--- src/rtl/sdr_cmd_pkg.sv ---
// sdr_cmd_pkg: SDR command encodings, error bit indices and init states shared by the command monitor
package sdr_cmd_pkg;
    localparam logic [2:0] CMD_MRS   = 3'b000;
    localparam logic [2:0] CMD_REF   = 3'b001;
    localparam logic [2:0] CMD_PRE   = 3'b010;
    localparam logic [2:0] CMD_ACT   = 3'b011;
    localparam logic [2:0] CMD_WRITE = 3'b100;
    localparam logic [2:0] CMD_READ  = 3'b101;
    localparam logic [2:0] CMD_BST   = 3'b110;
    localparam logic [2:0] CMD_NOP   = 3'b111;
    localparam int ERR_INIT     = 0;
    localparam int ERR_TRP      = 1;
    localparam int ERR_TRCD     = 2;
    localparam int ERR_TRFC     = 3;
    localparam int ERR_TMRD     = 4;
    localparam int ERR_BANK     = 5;
    localparam int ERR_REF_LATE = 6;
    typedef enum logic [1:0] {WAIT_PRE, WAIT_REF, WAIT_MRS, DONE} init_e;
    // a window of N clocks is held as N-1 so the dependent command is legal once it reads 0
    function automatic logic [3:0] load_cnt(input logic [3:0] n);
        return (n == 4'd0) ? 4'd0 : n - 4'd1;
    endfunction
endpackage

--- src/rtl/sdr_cmd_bank_track.sv ---
// sdr_cmd_bank_track: one bank's open/idle flag, its tRP/tRCD windows and bank-level violations
module sdr_cmd_bank_track
    import sdr_cmd_pkg::*;
(
    input  logic       CLK,
    input  logic       RESET,
    input  logic       cmd_en,
    input  logic       sel,
    input  logic [2:0] cmd,
    input  logic       sa10,
    input  logic [2:0] rp,
    input  logic [2:0] rcd,
    output logic       err_trp,
    output logic       err_trcd,
    output logic       err_bank
);
    logic       active, is_act, is_rw, is_pre, is_ref, closes;
    logic [2:0] trp, trcd;
    always_comb begin
        is_act   = cmd_en && sel && cmd == CMD_ACT;
        is_rw    = cmd_en && sel && (cmd == CMD_READ || cmd == CMD_WRITE);
        is_pre   = cmd_en && cmd == CMD_PRE && (sel || sa10);
        is_ref   = cmd_en && cmd == CMD_REF;
        closes   = is_pre || (is_rw && sa10);
        err_trp  = is_act && trp != 3'd0;
        err_trcd = is_rw && trcd != 3'd0;
        err_bank = (is_act && active) || (is_rw && !active) || (is_ref && active);
    end
    always_ff @(posedge CLK) begin
        if (RESET) begin
            active <= 1'b0;
            trp    <= 3'd0;
            trcd   <= 3'd0;
        end else begin
            active <= is_act ? 1'b1 : closes ? 1'b0 : active;
            trp    <= closes ? 3'(load_cnt({1'b0, rp})) : trp - 3'(trp != 3'd0);
            trcd   <= is_act ? 3'(load_cnt({1'b0, rcd})) : trcd - 3'(trcd != 3'd0);
        end
    end
endmodule

--- src/rtl/sdr_cmd_monitor.sv ---
// sdr_cmd_monitor: passive SDR SDRAM command-bus monitor tracking init, mode, bank state and timing windows
module sdr_cmd_monitor
    import sdr_cmd_pkg::*;
#(
    parameter int SDRAM_CHIPS = 8,
    parameter int INIT_REFS   = 8,
    parameter int REF_SLACK   = 16
) (
    input  logic                   CLK,
    input  logic                   RESET,
    input  logic [SDRAM_CHIPS-1:0] CS_N,
    input  logic                   RAS_N,
    input  logic                   CAS_N,
    input  logic                   WE_N,
    input  logic                   CKE,
    input  logic [1:0]             BA,
    input  logic [13:0]            SA,
    input  logic [2:0]             RP,
    input  logic [2:0]             RCD,
    input  logic [3:0]             RFC,
    input  logic [2:0]             MRD,
    input  logic [15:0]            REF,
    input  logic                   ERR_CLR,
    output logic                   CMD_VALID,
    output logic [2:0]             CMD,
    output logic [1:0]             CMD_BANK,
    output logic                   INIT_DONE,
    output logic [2:0]             MODE_CL,
    output logic [2:0]             MODE_BL,
    output logic [15:0]            REF_CNT,
    output logic [6:0]             ERR,
    output logic [6:0]             ERR_STICKY
);
    localparam int RW = $clog2(INIT_REFS + 1);
    init_e         state, state_nx;
    logic [RW-1:0] init_refs;
    logic [2:0]    cmd, tmrd;
    logic [3:0]    trfc, b_trp, b_trcd, b_bank;
    logic [16:0]   ref_tmr;
    logic [6:0]    err_nx;
    logic          cmd_on, is_ref, is_mrs, is_pre_all, is_data, bank_en, done;
    logic          err_init, err_late, ref_fired, mode_cap, sa_unused;
    always_comb begin
        cmd        = {RAS_N, CAS_N, WE_N};
        cmd_on     = CKE && !(&CS_N) && cmd != CMD_NOP;
        is_ref     = cmd_on && cmd == CMD_REF;
        is_mrs     = cmd_on && cmd == CMD_MRS;
        is_pre_all = cmd_on && cmd == CMD_PRE && SA[10];
        is_data    = cmd == CMD_ACT || cmd == CMD_READ || cmd == CMD_WRITE || cmd == CMD_BST;
        bank_en    = cmd_on && (done || !is_data);
        mode_cap   = is_mrs && (state == WAIT_MRS || done);
        sa_unused  = ^{SA[13:11], SA[9:7], SA[3]};
    end
    always_ff @(posedge CLK) state <= RESET ? WAIT_PRE : state_nx;
    always_comb begin
        state_nx = (state == WAIT_PRE && is_pre_all) ? WAIT_REF :
                   (state == WAIT_REF && is_ref && init_refs == RW'(INIT_REFS - 1)) ? WAIT_MRS :
                   (state == WAIT_MRS && is_mrs) ? DONE : state;
    end
    always_comb begin
        done      = state == DONE;
        INIT_DONE = done;
        err_init  = cmd_on && ((state == WAIT_PRE && !is_pre_all) || (!done && is_data));
    end
    // data commands rejected during init never reach the bank model
    for (genvar b = 0; b < 4; b++) begin : g_bank
        sdr_cmd_bank_track u_bank (
            .CLK      (CLK),
            .RESET    (RESET),
            .cmd_en   (bank_en),
            .sel      (BA == 2'(b)),
            .cmd      (cmd),
            .sa10     (SA[10]),
            .rp       (RP),
            .rcd      (RCD),
            .err_trp  (b_trp[b]),
            .err_trcd (b_trcd[b]),
            .err_bank (b_bank[b])
        );
    end
    always_comb begin
        err_late               = done && !ref_fired && ref_tmr >= {1'b0, REF} + 17'(REF_SLACK);
        err_nx                 = '0;
        err_nx[ERR_INIT]       = err_init;
        err_nx[ERR_TRP]        = |b_trp;
        err_nx[ERR_TRCD]       = |b_trcd;
        err_nx[ERR_TRFC]       = cmd_on && trfc != 4'd0;
        err_nx[ERR_TMRD]       = cmd_on && tmrd != 3'd0;
        err_nx[ERR_BANK]       = |b_bank;
        err_nx[ERR_REF_LATE]   = err_late;
    end
    always_ff @(posedge CLK) begin
        if (RESET) begin
            init_refs  <= '0;
            trfc       <= 4'd0;
            tmrd       <= 3'd0;
            ref_tmr    <= '0;
            ref_fired  <= 1'b0;
            CMD_VALID  <= 1'b0;
            CMD        <= 3'd0;
            CMD_BANK   <= 2'd0;
            MODE_CL    <= 3'd0;
            MODE_BL    <= 3'd0;
            REF_CNT    <= 16'd0;
            ERR        <= 7'd0;
            ERR_STICKY <= 7'd0;
        end else begin
            init_refs  <= init_refs + RW'(state == WAIT_REF && is_ref);
            trfc       <= is_ref ? load_cnt(RFC) : trfc - 4'(trfc != 4'd0);
            tmrd       <= is_mrs ? 3'(load_cnt({1'b0, MRD})) : tmrd - 3'(tmrd != 3'd0);
            ref_tmr    <= (!done || is_ref) ? '0 : ref_tmr + 17'(!(&ref_tmr));
            ref_fired  <= !is_ref && (ref_fired || err_late);
            CMD_VALID  <= cmd_on;
            CMD        <= cmd_on ? cmd : CMD;
            CMD_BANK   <= cmd_on ? BA : CMD_BANK;
            MODE_CL    <= mode_cap ? SA[6:4] : MODE_CL;
            MODE_BL    <= mode_cap ? SA[2:0] : MODE_BL;
            REF_CNT    <= REF_CNT + 16'(done && is_ref);
            ERR        <= err_nx;
            ERR_STICKY <= ERR_CLR ? 7'd0 : ERR_STICKY | ERR;
        end
    end
endmodule

--- config.mk ---
export PLATFORM = sky130hd
export DESIGN_NAME = sdr_cmd_monitor
export DESIGN_NICKNAME = d
export VERILOG_FILES = /design/src/rtl/sdr_cmd_pkg.sv /design/src/rtl/sdr_cmd_bank_track.sv /design/src/rtl/sdr_cmd_monitor.sv
export SDC_FILE = /design/constraint.sdc
export NUM_CORES = 1
export LEC_CHECK = 0
export CAP_MARGIN = 0
export CORE_MARGIN = 5
export CORE_UTILIZATION = 37
export CTS_CLUSTER_SIZE = 40
export DETAILED_ROUTE_END_ITERATION = 16
export GPL_TIMING_DRIVEN = 0
export MAX_ROUTING_LAYER = met4
export PLACE_DENSITY_LB_ADDON = 0.15
export SYNTH_ARGS = -nofsm -noshare
export SYNTH_HDL_FRONTEND = slang
export SYNTH_SLANG_ARGS = --single-unit
export TNS_END_PERCENT = 10
--- constraint.sdc ---
create_clock -name CLK -period 3.8 [get_ports CLK]
set_input_delay 1.14 -clock CLK [delete_from_list [all_inputs] [get_ports CLK]]
set_output_delay 1.14 -clock CLK [all_outputs]
set_load 0.01 [all_outputs]
==> flow_summary.json <==
{
  "start_util_pct": 37.9,
  "num-fill-cells": 1323,
  "first_iter_violations": 195,
  "ys_ff_latch": 101,
  "worstSetupPathType": "in2reg",
  "setup_viol": 0,
  "cts-buffers-inserted": 9,
  "ant_nets": 0,
  "ff2ff_path_depth": 11,
  "die-area_um2": 16800,
  "row_count": 43,
  "place_ws_ns": 0.0300,
  "end_kind": "flop",
  "path_buf_inv": 1,
  "cts.sinks": 101,
  "antenna_found_initial": 0,
  "hpwlAfterDp_um": 9850,
  "die_y_um": 130,
  "grt_pass1_wl_um": 20900,
  "worst_pin_slew_ns": 0.780,
  "cts_tree": "done",
  "slew_violations": 0,
  "post-cts-setup-buffers": 0,
  "syn_inst": 586,
  "areaGrowthSynthToFinish_pct": 27.6,
  "avgSynthCellArea_um2": 9.06,
  "nets": 801,
  "drc": 0,
  "firstDrtPassIters": 4,
  "timing.slew.headroom_pct": 47.5,
  "finalCriticalPeriod_ns": 3.39,
  "layout_commonest_cell": "dfxtp_1",
  "htree_levels": 3,
  "cts_root_buffer": "clkbuf_16",
  "crit_cells": 10,
  "wl_um": 12500,
  "total_power_mw": 3.19,
  "ioPinCount": 103,
  "vdd_ir_drop_max_mv": 0.254,
  "whs_path_depth": 1,
  "synth_nets": 697,
  "final_cell_mix": "dfxtp_1, clkdlybuf4s50_1, nor2_1",
  "grtUsageMet1_pct": 19.7,
  "grt.overflow.total": 0,
  "max_freq_mhz": 295,
  "drive_gt1_share_pct": 6.91,
  "crit_family": "compound AO/OA/AOI/OAI gates",
  "antenna_cells": 0,
  "hold_path_class": "reg2reg",
  "synthFlopType": "dfxtp_1",
  "p_leak_nw": 2.68,
  "cp_max_fo": 5,
  "grt_max_degree": 18,
  "grtUsageMet2_pct": 25.2,
  "grt_pass1_vias": 4381,
  "status": "finished clean",
  "post-route-period-util_pct": 89.1,
  "postCtsHoldBufs": 0,
  "rsz0062_at_grt": "false",
  "gr-usage-all-layers_pct": 15.7,
  "clk_path_buf_depth": 2,
  "ys_warn_count": 0,
  "hold_ws_ns": 0.453,
  "drt-vias-per-instance": 5.07,
  "cts_resized": 0,
  "post-route-util_pct": 48.4,
  "cpPeakStageDelay_ns": 0.56,
  "powerDensity_nw_per_um2": 471,
  "async_flop_share_pct": 0,
  "busiest_layer": "met2",
  "path_clk_slew_ns": 0.07,
  "core_area_um2": 14000,
  "syn-cell-area_um2": 5310,
  "tns_ns": 0,
  "fin_ws_ns": 0.414,
  "skew_ns": 0.00788,
  "port_buffers": 93,
  "gp_congestion": 0.807,
  "synth-edff-count": 0,
  "clock_latency_ns": 0.34,
  "grt_use_met3_pct": 3.03,
  "cp_slowest_cell": "clkdlybuf4s50_1",
  "hold_viol": 0,
  "vias": 4438,
  "worstPathCellList": "clkdlybuf4s50_1 > ha_1 > and3_1 > xnor2_1 > ha_1 > and4_1 > a221o_1 > a31oi_1 > o211ai_1 > nor4b_1",
  "drv_cap": 0,
  "yosys.cell_types.count": 58,
  "ys_seq_area_share_pct": 38.1,
  "detail_route.wl_per_cell_um": 14.3,
  "critPathMostFrequentCell": "ha_1",
  "crit_arrival_ns": 3.58,
  "die_w_um": 130,
  "cp_data_required_time_ns": 4.00,
  "startpoint_type": "input port"
}
-- path summary, 6_finish.rpt --
| check | from | end | slack (ns) |
|---|---|---|---|
| setup / recovery | REF[4] | ERR[6] | 0.41 |
| hold / removal | ERR_STICKY[2] | ERR_STICKY[2] | 0.45 |
| setup reg to reg | ref_tmr[11] | ref_tmr[16] | 1.47 |
| hold reg to reg | ERR_STICKY[2] | ERR_STICKY[2] | 0.45 |
-- where the power goes --
part	leakage [nW]	internal, mW	switching [mW]	total (mW)
sequential	0.823	1.21	0.0744	1.29
clock	0.149	0.533	0.408	0.941
combinational	1.70	0.526	0.437	0.962
-- Yosys cell counts, types with 3 or more instances --
| cell type | instances | share of area, % |
|---|---|---|
| nand2b_1 | 8 | 0.94 |
| buf_2 | 6 | 0.57 |
| o21ai_0 | 16 | 1.5 |
| nand4_1 | 12 | 1.4 |
| and4_1 | 6 | 0.99 |
| nand3_1 | 19 | 1.8 |
| xnor2_1 | 23 | 3.8 |
| clkbuf_1 | 7 | 0.50 |
| or3_1 | 15 | 1.8 |
| mux2i_1 | 13 | 2.5 |
| nor2_1 | 85 | 6.0 |
| xor2_1 | 27 | 4.5 |
| o21a_1 | 9 | 1.3 |
| nor3_1 | 4 | 0.38 |
| and3_1 | 11 | 1.3 |
| ha_1 | 51 | 12 |
| a31oi_1 | 5 | 0.59 |
| inv_1 | 39 | 2.8 |
| nor2b_1 | 13 | 1.5 |
| buf_1 | 3 | 0.21 |
| a21o_1 | 3 | 0.42 |
| a211oi_1 | 22 | 3.1 |
| nand2_1 | 23 | 1.6 |
| or2_2 | 3 | 0.35 |
| dfxtp_1 | 101 | 38 |
| and2_1 | 4 | 0.47 |
| a21oi_1 | 17 | 1.6 |
| mux4_2 | 3 | 1.3 |
-- flip-flops by register name (all words and copies together) (netlist names), 3 cells and up --
name / count
tmrd: 3
CMD: 3
g_bank.u_bank.active: 4
ref_tmr: 17
g_bank.u_bank.trp: 12
g_bank.u_bank.trcd: 12
MODE_CL: 3
ERR: 7
trfc: 4
REF_CNT: 16
MODE_BL: 3
init_refs: 4
ERR_STICKY: 7
-- logic make-up (layout without fill, tap and decap cells) --
group / after synthesis / in the layout / share of synthesized area (%)
and+or+nand+nor: 226 / 226 / 22.4
DFF: 101 / 101 / 38.1
xor gates and xnor gates: 50 / 50 / 8.25
adders and majority gates: 52 / 52 / 12.2
muxes: 19 / 19 / 4.50
buffers and inverters: 57 / 166 / 4.38
AOI/OAI and AO/OA: 81 / 81 / 10.2
-- final cells by class --
class                      instances  area [um^2]  share of cell area (%)
tap                              180          225                    3.33
multi-input combinational        428         3050                    45.1
timing repair buffer              93          931                    13.7
clock inverter                     6         68.8                    1.02
sequential                       101         2020                    29.9
inverter                          39          146                    2.16
buffer                            18         86.3                    1.27
clock buffer                      10          239                    3.53
-- layer usage --
layer	wire length [um]	share of wire, %	vias up
li1	-	-	2236
met1	5740	46	2082
met2	5870	47	98
met3	672	5.4	22
met4	245	2.0	0
met5	0	0	-
-- per-stage QoR --
stage,area (um^2),std cells
floorplan,5310,586
global placement,6460,859
detailed placement,6460,859
CTS,6770,875
global route,6770,875
finish,6770,875
(Power assumes the default switching activity.)
